## config.mk

```make
export PLATFORM = sky130hd
export DESIGN_NAME = sync_fifo_param
export DESIGN_NICKNAME = d
export VERILOG_FILES = /design/src/rtl/sync_fifo_param.sv
export SDC_FILE = /design/constraint.sdc
export NUM_CORES = 1
export LEC_CHECK = 0
export ABC_AREA = 0
export BUFFER_PORTS_ARGS = -buffer_cell sky130_fd_sc_hd__buf_2
export CELL_PAD_IN_SITES_DETAIL_PLACEMENT = 1
export CELL_PAD_IN_SITES_GLOBAL_PLACEMENT = 1
export CORE_ASPECT_RATIO = 0.8
export CORE_MARGIN = 1.5
export CORE_UTILIZATION = 50
export DETAILED_ROUTE_END_ITERATION = 8
export PLACE_DENSITY_LB_ADDON = 0.2
export SLEW_MARGIN = 20
export SYNTH_ARGS = -nofsm -noshare
export SYNTH_HDL_FRONTEND = slang
export SYNTH_SLANG_ARGS = --single-unit
export TNS_END_PERCENT = 100
```

## constraint.sdc

```tcl
create_clock -name clk -period 2.8 [get_ports clk]
set_input_delay 0.56 -clock clk [delete_from_list [all_inputs] [get_ports clk]]
set_output_delay 0.56 -clock clk [all_outputs]
set_load 0.05 [all_outputs]
```

## src/rtl/sync_fifo_param.sv

```systemverilog
// rtl/sync_fifo_param.sv - parametrised single-clock FIFO with registered read port
//
// Purpose: buffers words between a producer and a consumer in one clock domain.
//   Occupancy is tracked in its own counter. The pointers are only log2(DEPTH)
//   bits wide, so they cannot tell full from empty on their own.
//
// Ports:
//   clk           in   clock, rising edge
//   rst           in   synchronous active-high reset
//   flush         in   synchronous clear of pointers/count; storage untouched
//   wr_en/wr_data in   write request and data
//   rd_en         in   read request
//   rd_data       out  registered read data, holds between pops
//   rd_valid      out  one-cycle pulse, rd_data carries a freshly popped word
//   count         out  occupancy 0..DEPTH
//   full/empty    out  count == DEPTH / count == 0
//   almost_full   out  count >= AF_LEVEL
//   almost_empty  out  count <= AE_LEVEL
//   overflow      out  one-cycle pulse after a write was dropped because the FIFO was full
//   underflow     out  one-cycle pulse after a read was dropped because the FIFO was empty
module sync_fifo_param #(
  parameter int DATA_W   = 9,
  parameter int DEPTH    = 8,
  parameter int AF_LEVEL = 6,
  parameter int AE_LEVEL = 2
) (
  input  logic                       clk,
  input  logic                       rst,
  input  logic                       flush,
  input  logic                       wr_en,
  input  logic [DATA_W-1:0]          wr_data,
  input  logic                       rd_en,
  output logic [DATA_W-1:0]          rd_data,
  output logic                       rd_valid,
  output logic [$clog2(DEPTH):0]     count,
  output logic                       full,
  output logic                       empty,
  output logic                       almost_full,
  output logic                       almost_empty,
  output logic                       overflow,
  output logic                       underflow
);

  localparam int PTR_W = $clog2(DEPTH);
  localparam int CNT_W = PTR_W + 1;

  logic [DATA_W-1:0] mem_q [DEPTH];

  logic [PTR_W-1:0]  wr_ptr_q, wr_ptr_d;
  logic [PTR_W-1:0]  rd_ptr_q, rd_ptr_d;
  logic [CNT_W-1:0]  count_q, count_d;
  logic [DATA_W-1:0] rd_data_q, rd_data_d;
  logic              rd_valid_q, rd_valid_d;
  logic              overflow_q, overflow_d;
  logic              underflow_q, underflow_d;

  logic wr_acc;
  logic rd_acc;

  // Status flags decode the registered count, so they settle right after the edge.
  assign full         = (count_q == CNT_W'(DEPTH));
  assign empty        = (count_q == '0);
  assign almost_full  = (count_q >= CNT_W'(AF_LEVEL));
  assign almost_empty = (count_q <= CNT_W'(AE_LEVEL));

  // Accepts use the flags from before the edge. This makes a simultaneous
  // push/pop on a full FIFO reject the push, and on an empty FIFO reject the pop.
  assign wr_acc = wr_en & ~full;
  assign rd_acc = rd_en & ~empty;

  always_comb begin
    wr_ptr_d    = wr_ptr_q;
    rd_ptr_d    = rd_ptr_q;
    count_d     = count_q;
    rd_data_d   = rd_data_q;
    rd_valid_d  = 1'b0;
    overflow_d  = 1'b0;
    underflow_d = 1'b0;

    if (flush) begin
      // rd_data is deliberately left alone; only the bookkeeping is cleared.
      wr_ptr_d = '0;
      rd_ptr_d = '0;
      count_d  = '0;
    end else begin
      overflow_d  = wr_en & full;
      underflow_d = rd_en & empty;

      if (wr_acc) begin
        wr_ptr_d = wr_ptr_q + PTR_W'(1);
      end

      if (rd_acc) begin
        rd_ptr_d   = rd_ptr_q + PTR_W'(1);
        rd_data_d  = mem_q[rd_ptr_q];
        rd_valid_d = 1'b1;
      end

      case ({wr_acc, rd_acc})
        2'b10:   count_d = count_q + CNT_W'(1);
        2'b01:   count_d = count_q - CNT_W'(1);
        default: count_d = count_q;
      endcase
    end
  end

  always_ff @(posedge clk) begin
    if (rst) begin
      wr_ptr_q    <= '0;
      rd_ptr_q    <= '0;
      count_q     <= '0;
      rd_data_q   <= '0;
      rd_valid_q  <= 1'b0;
      overflow_q  <= 1'b0;
      underflow_q <= 1'b0;
    end else begin
      wr_ptr_q    <= wr_ptr_d;
      rd_ptr_q    <= rd_ptr_d;
      count_q     <= count_d;
      rd_data_q   <= rd_data_d;
      rd_valid_q  <= rd_valid_d;
      overflow_q  <= overflow_d;
      underflow_q <= underflow_d;
    end
  end

  // Storage is not reset. It is written only by an accepted push that is not
  // overridden by reset or flush.
  always_ff @(posedge clk) begin
    if (!rst && !flush && wr_acc) begin
      mem_q[wr_ptr_q] <= wr_data;
    end
  end

  assign rd_data   = rd_data_q;
  assign rd_valid  = rd_valid_q;
  assign count     = count_q;
  assign overflow  = overflow_q;
  assign underflow = underflow_q;

endmodule

```

After elaboration in Yosys (flattened, before gate mapping)
Memory sizes are Yosys's and may differ from the RTL's. A register that Yosys moved wholly into a read port is not among the register bits.
Cells that the tools add are included.
{ "totals": {"register_bits": 13, "mem_bits_rw": 72, "in_bits": 14, "out_inout_bits": 20, "word_cells": 35, "memories": 1} }
{ "op_classes": {"n_addsub": 4, "magnitude_cmp": 2, "eq_ne": 3, "n_mux": 4, "bitwise": 7, "reduce_logical": 8} }
{ "memory_table": {"columns": ["name", "words", "word_bits", "rd", "rd_ports_with_merged_regs", "wr", "line_no", "source"], "rows": [
  ["mem_q", 8, 9, 1, 1, 1, "47", "logic [DATA_W-1:0] mem_q [DEPTH];"]
]} }
{ "op_table": {"columns": ["op", "count"], "rows": [
  ["$pmux 4 s2", 1],
  ["$add 3x1->3 const B", 2],
  ["$add 4x1->4 const B", 1],
  ["$and 1x1->1", 4],
  ["$eq 4x4->1 const B", 1],
  ["$ge 4x3->1 const B", 1],
  ["$le 4x2->1 const B", 1],
  ["$logic_not 4->1", 1],
  ["$sub 4x1->4 const B", 1],
  ["$mux 1", 3],
  ["$not 1->1", 3],
  ["$eq 2x1->1 const B", 1],
  ["$eq 2x2->1 const B", 1],
  ["$logic_and 1x1->1", 2],
  ["$logic_not 1->1", 2],
  ["$reduce_and 2->1", 1],
  ["$reduce_bool 2->1", 1],
  ["$reduce_or 2->1", 1]
]} }

Longest topological paths before layout
{ "depth": {"word_depth": 6, "mapped_depth": 12, "ltp_nobuf": 10} }

Least setup slack after synthesis
OpenSTA, ideal clock, no wires.
{ "synth_path": {"kind": "register to register", "from": "reg count_q[1], in the netlist count[1]", "to": "reg count_q[2], in the netlist count[2]", "setup_ns": 0.071, "arrival_time_ns": 2.632, "required_ns": 2.729, "setup_slack_ns": 0.097, "path_stages_with_launch": 13, "path_buffers": 2, "synth_period_minus_slack_ns": 2.703, "path_cell_list": "dfxtp_1 -> buf_6 -> or4_4 -> buf_6 -> nand2_1 -> inv_1 -> ha_1 -> xor2_1 -> ha_1 -> a21oi_1 -> xor2_1 -> or3_1 -> a21oi_1"} }
{ "synth_via": {"elab_chain_len": 5, "word_cells_on_any_way": 12, "cone_classes": "add/sub (2); eq/ne (3); mux (1); bitwise (4); reduce/logical (2)"} }
{ "synth_lines": {"columns": ["item", "line_no", "source"], "rows": [
  ["start, declared", "51", "logic [CNT_W-1:0] count_q, count_d;"],
  ["start signal, assigned", "119", "count_q <= count_d;"],
  ["$logic_not 4->1 (*)", "62", "assign empty = (count_q == '0);"],
  ["$not 1->1 (*)", "69", "assign rd_acc = rd_en & ~empty;"],
  ["$and 1x1->1 (*)", "69", null],
  ["net rd_acc", "58", "logic rd_acc;"],
  ["$eq 2x1->1 or $eq 2x2->1 (tied branches)", "99", "case ({wr_acc, rd_acc})"],
  ["$pmux 4 s2 or $reduce_bool 2->1 (tied branches)", null, null]
]} }
Mark *: on every way through the listed nets, which the timed path passes. The rest lies on a longest branch.
A chain may end at the register's enable or synchronous reset.

Worst setup path after layout
{ "layout_path": {"from": "reg count_q[0], in the netlist count[0]", "to": "reg count_q[2], in the netlist count[2]"} }
{ "layout_via": {"elab_chain_len": 5, "word_cells_on_any_way": 12, "cone_classes": "add/sub (2); eq/ne (3); mux (1); bitwise (4); reduce/logical (2)"} }
{ "layout_lines": {"columns": ["item", "line_no"], "rows": [
  ["$eq 4x4->1 or $logic_not 4->1 (tied branches)", "61, 62"],
  ["$not 1->1, on equally long branches", "68, 69"],
  ["$and 1x1->1, on equally long branches", "68, 69"],
  ["$eq 2x1->1 or $eq 2x2->1 (tied branches)", "99"],
  ["$pmux 4 s2 or $reduce_bool 2->1 (tied branches)", null]
]} }
Several ways; a longest one is shown, not always the timed one.

==> reports/summary.txt <==
Sequential share of power -> 0.593
Net Sw Frac -> 0.230
Area growth from synthesis to layout -> 12.9%
Area of the multi-input gates -> 1090 um^2
Iteration-0 DRC Markers -> 68
Vias in the first global route -> 2,068
Synth async-reset ratio -> 0
RSZ-0062 raised after global routing -> no
Tmin final -> 2620 ps
Global route overflow -> 0
CP Class -> register to register
WL final -> 7.31 mm
Hold-fix buffers, CTS -> 0
Post-synth top area cell -> edfxtp_1
Worst min path class -> input pin to register
First-pass GRT wire length -> 11.2 mm
Critical Path Source -> count[0]$_SDFFE_PP0P_
NetSw -> 0.588 mW
Status -> finished clean
Vias -> 2,016
Number of library cell types mapped by synthesis -> 33
Clk_skew -> 9.43 ps
Antenna violations before repair -> 0
Fillers -> 703
Crit path DAT -> 2910 ps
Hold endpoint -> mem_q[2][3]$_DFFE_PP_
Reg area -> 2600 um^2
Synth area leaders -> edfxtp_1 (57%), dfxtp_1 (12%), mux4_2 (11%)
CTS root buffer -> clkbuf_8
Port Buffer Count -> 33
Postcts setup bufs -> 0
Setup crit end kind -> register
Logic pwr share -> 0.061
Leak Pwr -> 1.54 nW
Post-CTS Resized -> 0
Hold Startpoint -> wr_data[3]
Syn Nets -> 250
Mapped Area -> 3820 um^2
Yosys reg bits -> 94
Min-Delay Path Depth -> 1
Post-layout util -> 0.584
Final worst path period share -> 0.935
Syn Inst Count -> 231
Slowest-stage cell, CP -> or4b_1
Routed len/inst -> 19.0 um
DIE HEIGHT -> 81.2 um
Worst r2r src -> count[0]$_SDFFE_PP0P_
Area share of the largest cell type after synthesis -> 0.565
Max-Cap Viols -> 0
Internal power -> 1.97 mW
Top-count cell post-synth -> edfxtp_1
Antenna diodes -> 0
Pwr/cell area -> 594 nW/um^2
CTS sink cnt -> 94
# nets final -> 294
Worst path required time -> 3090 ps
CTS Buf Count -> 9
Vias per cell -> 5.24
Worst R2R Path Depth -> 9
Register area share after synthesis -> 0.681
Critical Path Source Type -> register
Layout cells sized above 1 -> 0.354
Post-Layout Cell Count -> 385
Routed Antenna Nets -> 0
Slew HR -> 0.650
Worst-margin pin slew -> 512 ps
DIE AREA -> 8180 um^2
EDFF count, synth -> 72
Synth warn -> 0
FF-to-FF End -> count[2]$_SDFFE_PP0P_
Commonest cells in the netlist -> edfxtp_1 (72), dfxtp_1 (22), mux4_2 (18)
Crit-path max FO -> 9
# IOs -> 34
Post-DP HPWL -> 4.76 mm
Design Power -> 2.56 mW
Max clock buf depth -> 2
FP Rows -> 28
Horiz. Die Dim -> 101 um
H-tree Lvls -> 3
Clock power frac -> 0.346
Final Hold Fails -> 0
Routability cong. -> 0.734
R2R Setup Slk -> 180 ps
Ys flop type -> edfxtp_1
CP peak stage delay -> 680 ps
Starting density of the core -> 0.517
Setup TNS -> 0 ps
Endpoints failing setup -> 0
CP Cell Sequence -> or4b_1, nand2_1, ha_1, xor2_1, ha_1, a21oi_1, xor2_1, or3_1, a21oi_1
Largest net degree at the start of global routing -> 21
Mapped Avg Cell Area -> 16.6 um^2
Fmax -> 382 MHz
CTS clock-pin slew for the worst setup and hold paths -> 90 ps
All-Layer GR Usage -> 0.194
Drc violations -> 0
CTS tree -> yes
# placed instances -> 369
Final Max Slew Viols -> 0
Worst skew pair latency -> 360 ps
Core area -> 7390 um^2
Worst VDD drop -> 273 uV
Drt pass-1 iters -> 4
## metrics by stage
stage | instance area, um^2 | hold slack [ps] | worst slack (ps)
6_report | 4320 | 470 | 181
3_3_place_gp | 4120 | 440 | 274
2_1_floorplan | 3820 | 498 | 97.4
4_1_cts | 4320 | 456 | 188
3_5_place_dp | 4120 | 455 | 216
5_1_grt | 4320 | 454 | 20.0
## metal layers
layer  up-vias  share of wire  track usage
met4         0         0.0094       0.0549
met5         -              0            0
met3         7          0.041       0.0585
li1        960              -            -
met1      1010           0.49        0.274
met2        39           0.46        0.296
## worst max-delay path, delay by kind of cell (launching register included)
| kind | cells | cell delay [ps] |
|---|---|---|
| AND/OR/NAND/NOR | 3 | 1200 |
| adder cells (fa/ha/maj) | 2 | 430 |
| flip-flops | 1 | 400 |
| XOR/XNOR | 2 | 330 |
| AO/OA/AOI/OAI | 2 | 190 |
## cell type report
type                       count  area share
clock inverter                 5      0.0142
multi-input combinational    112       0.252
inverter                      14      0.0122
timing repair buffer          44      0.0574
clock buffer                  11      0.0304
tap                          105      0.0304
sequential                    94       0.603
## cell usage in the layout (no fill, tap or decap), drive strengths merged
master,n
nor3,2
nand4b,2
nand3b,1
nand3,13
a31oi,1
clkinvlp,3
or2,1
bufinv,1
o21ai,2
o211ai,9
clkinv,1
or3,2
and3,3
a211oi,2
nor2,13
ha,5
inv,14
buf,44
mux4,18
nand2,16
a2111oi,1
xor2,7
or4,1
clkbuf,11
or4b,1
mux2i,1
edfxtp,72
a21oi,5
nand2b,5
dfxtp,22
nand4,1
## worst max-delay path by stage
stage,to,slack (ps),cells after the start
3_3_place_gp,count[2]$_SDFFE_PP0P_,270,9
4_1_cts,count[2]$_SDFFE_PP0P_,190,9
2_1_floorplan,count[2]$_SDFFE_PP0P_,100,12
3_5_place_dp,count[2]$_SDFFE_PP0P_,220,9
6_report,count[2]$_SDFFE_PP0P_,180,9
5_1_grt,count[3]$_SDFFE_PP0P_,20,7
## power groups by stage
stage	sequential, mW	clock (mW)	combinational, mW
2_1_floorplan	1.57	0	0.0881
3_3_place_gp	1.55	0	0.154
3_5_place_dp	1.55	0	0.157
4_1_cts	1.52	0.902	0.157
5_1_grt	1.52	0.957	0.169
6_report	1.52	0.888	0.156
## flip-flops by register name, indices dropped and copies added (netlist names)
| name | cells |
|---|---|
| wr_ptr_q | 3 |
| rd_valid | 1 |
| count | 4 |
| mem_q | 72 |
| underflow | 1 |
| rd_ptr_q | 3 |
| rd_data | 9 |
| overflow | 1 |
## cells by family after synthesis
family,count (synthesis),share of synthesized area
flip-flops,94,0.681
adder cells (fa/ha/maj),5,0.0164
AND/OR/NAND/NOR,61,0.0936
buffers and inverters,25,0.0344
AO/OA/AOI/OAI,20,0.0504
multiplexers,19,0.109
XOR/XNOR,7,0.0160
Note: power is estimated with default switching activity, not from simulation.
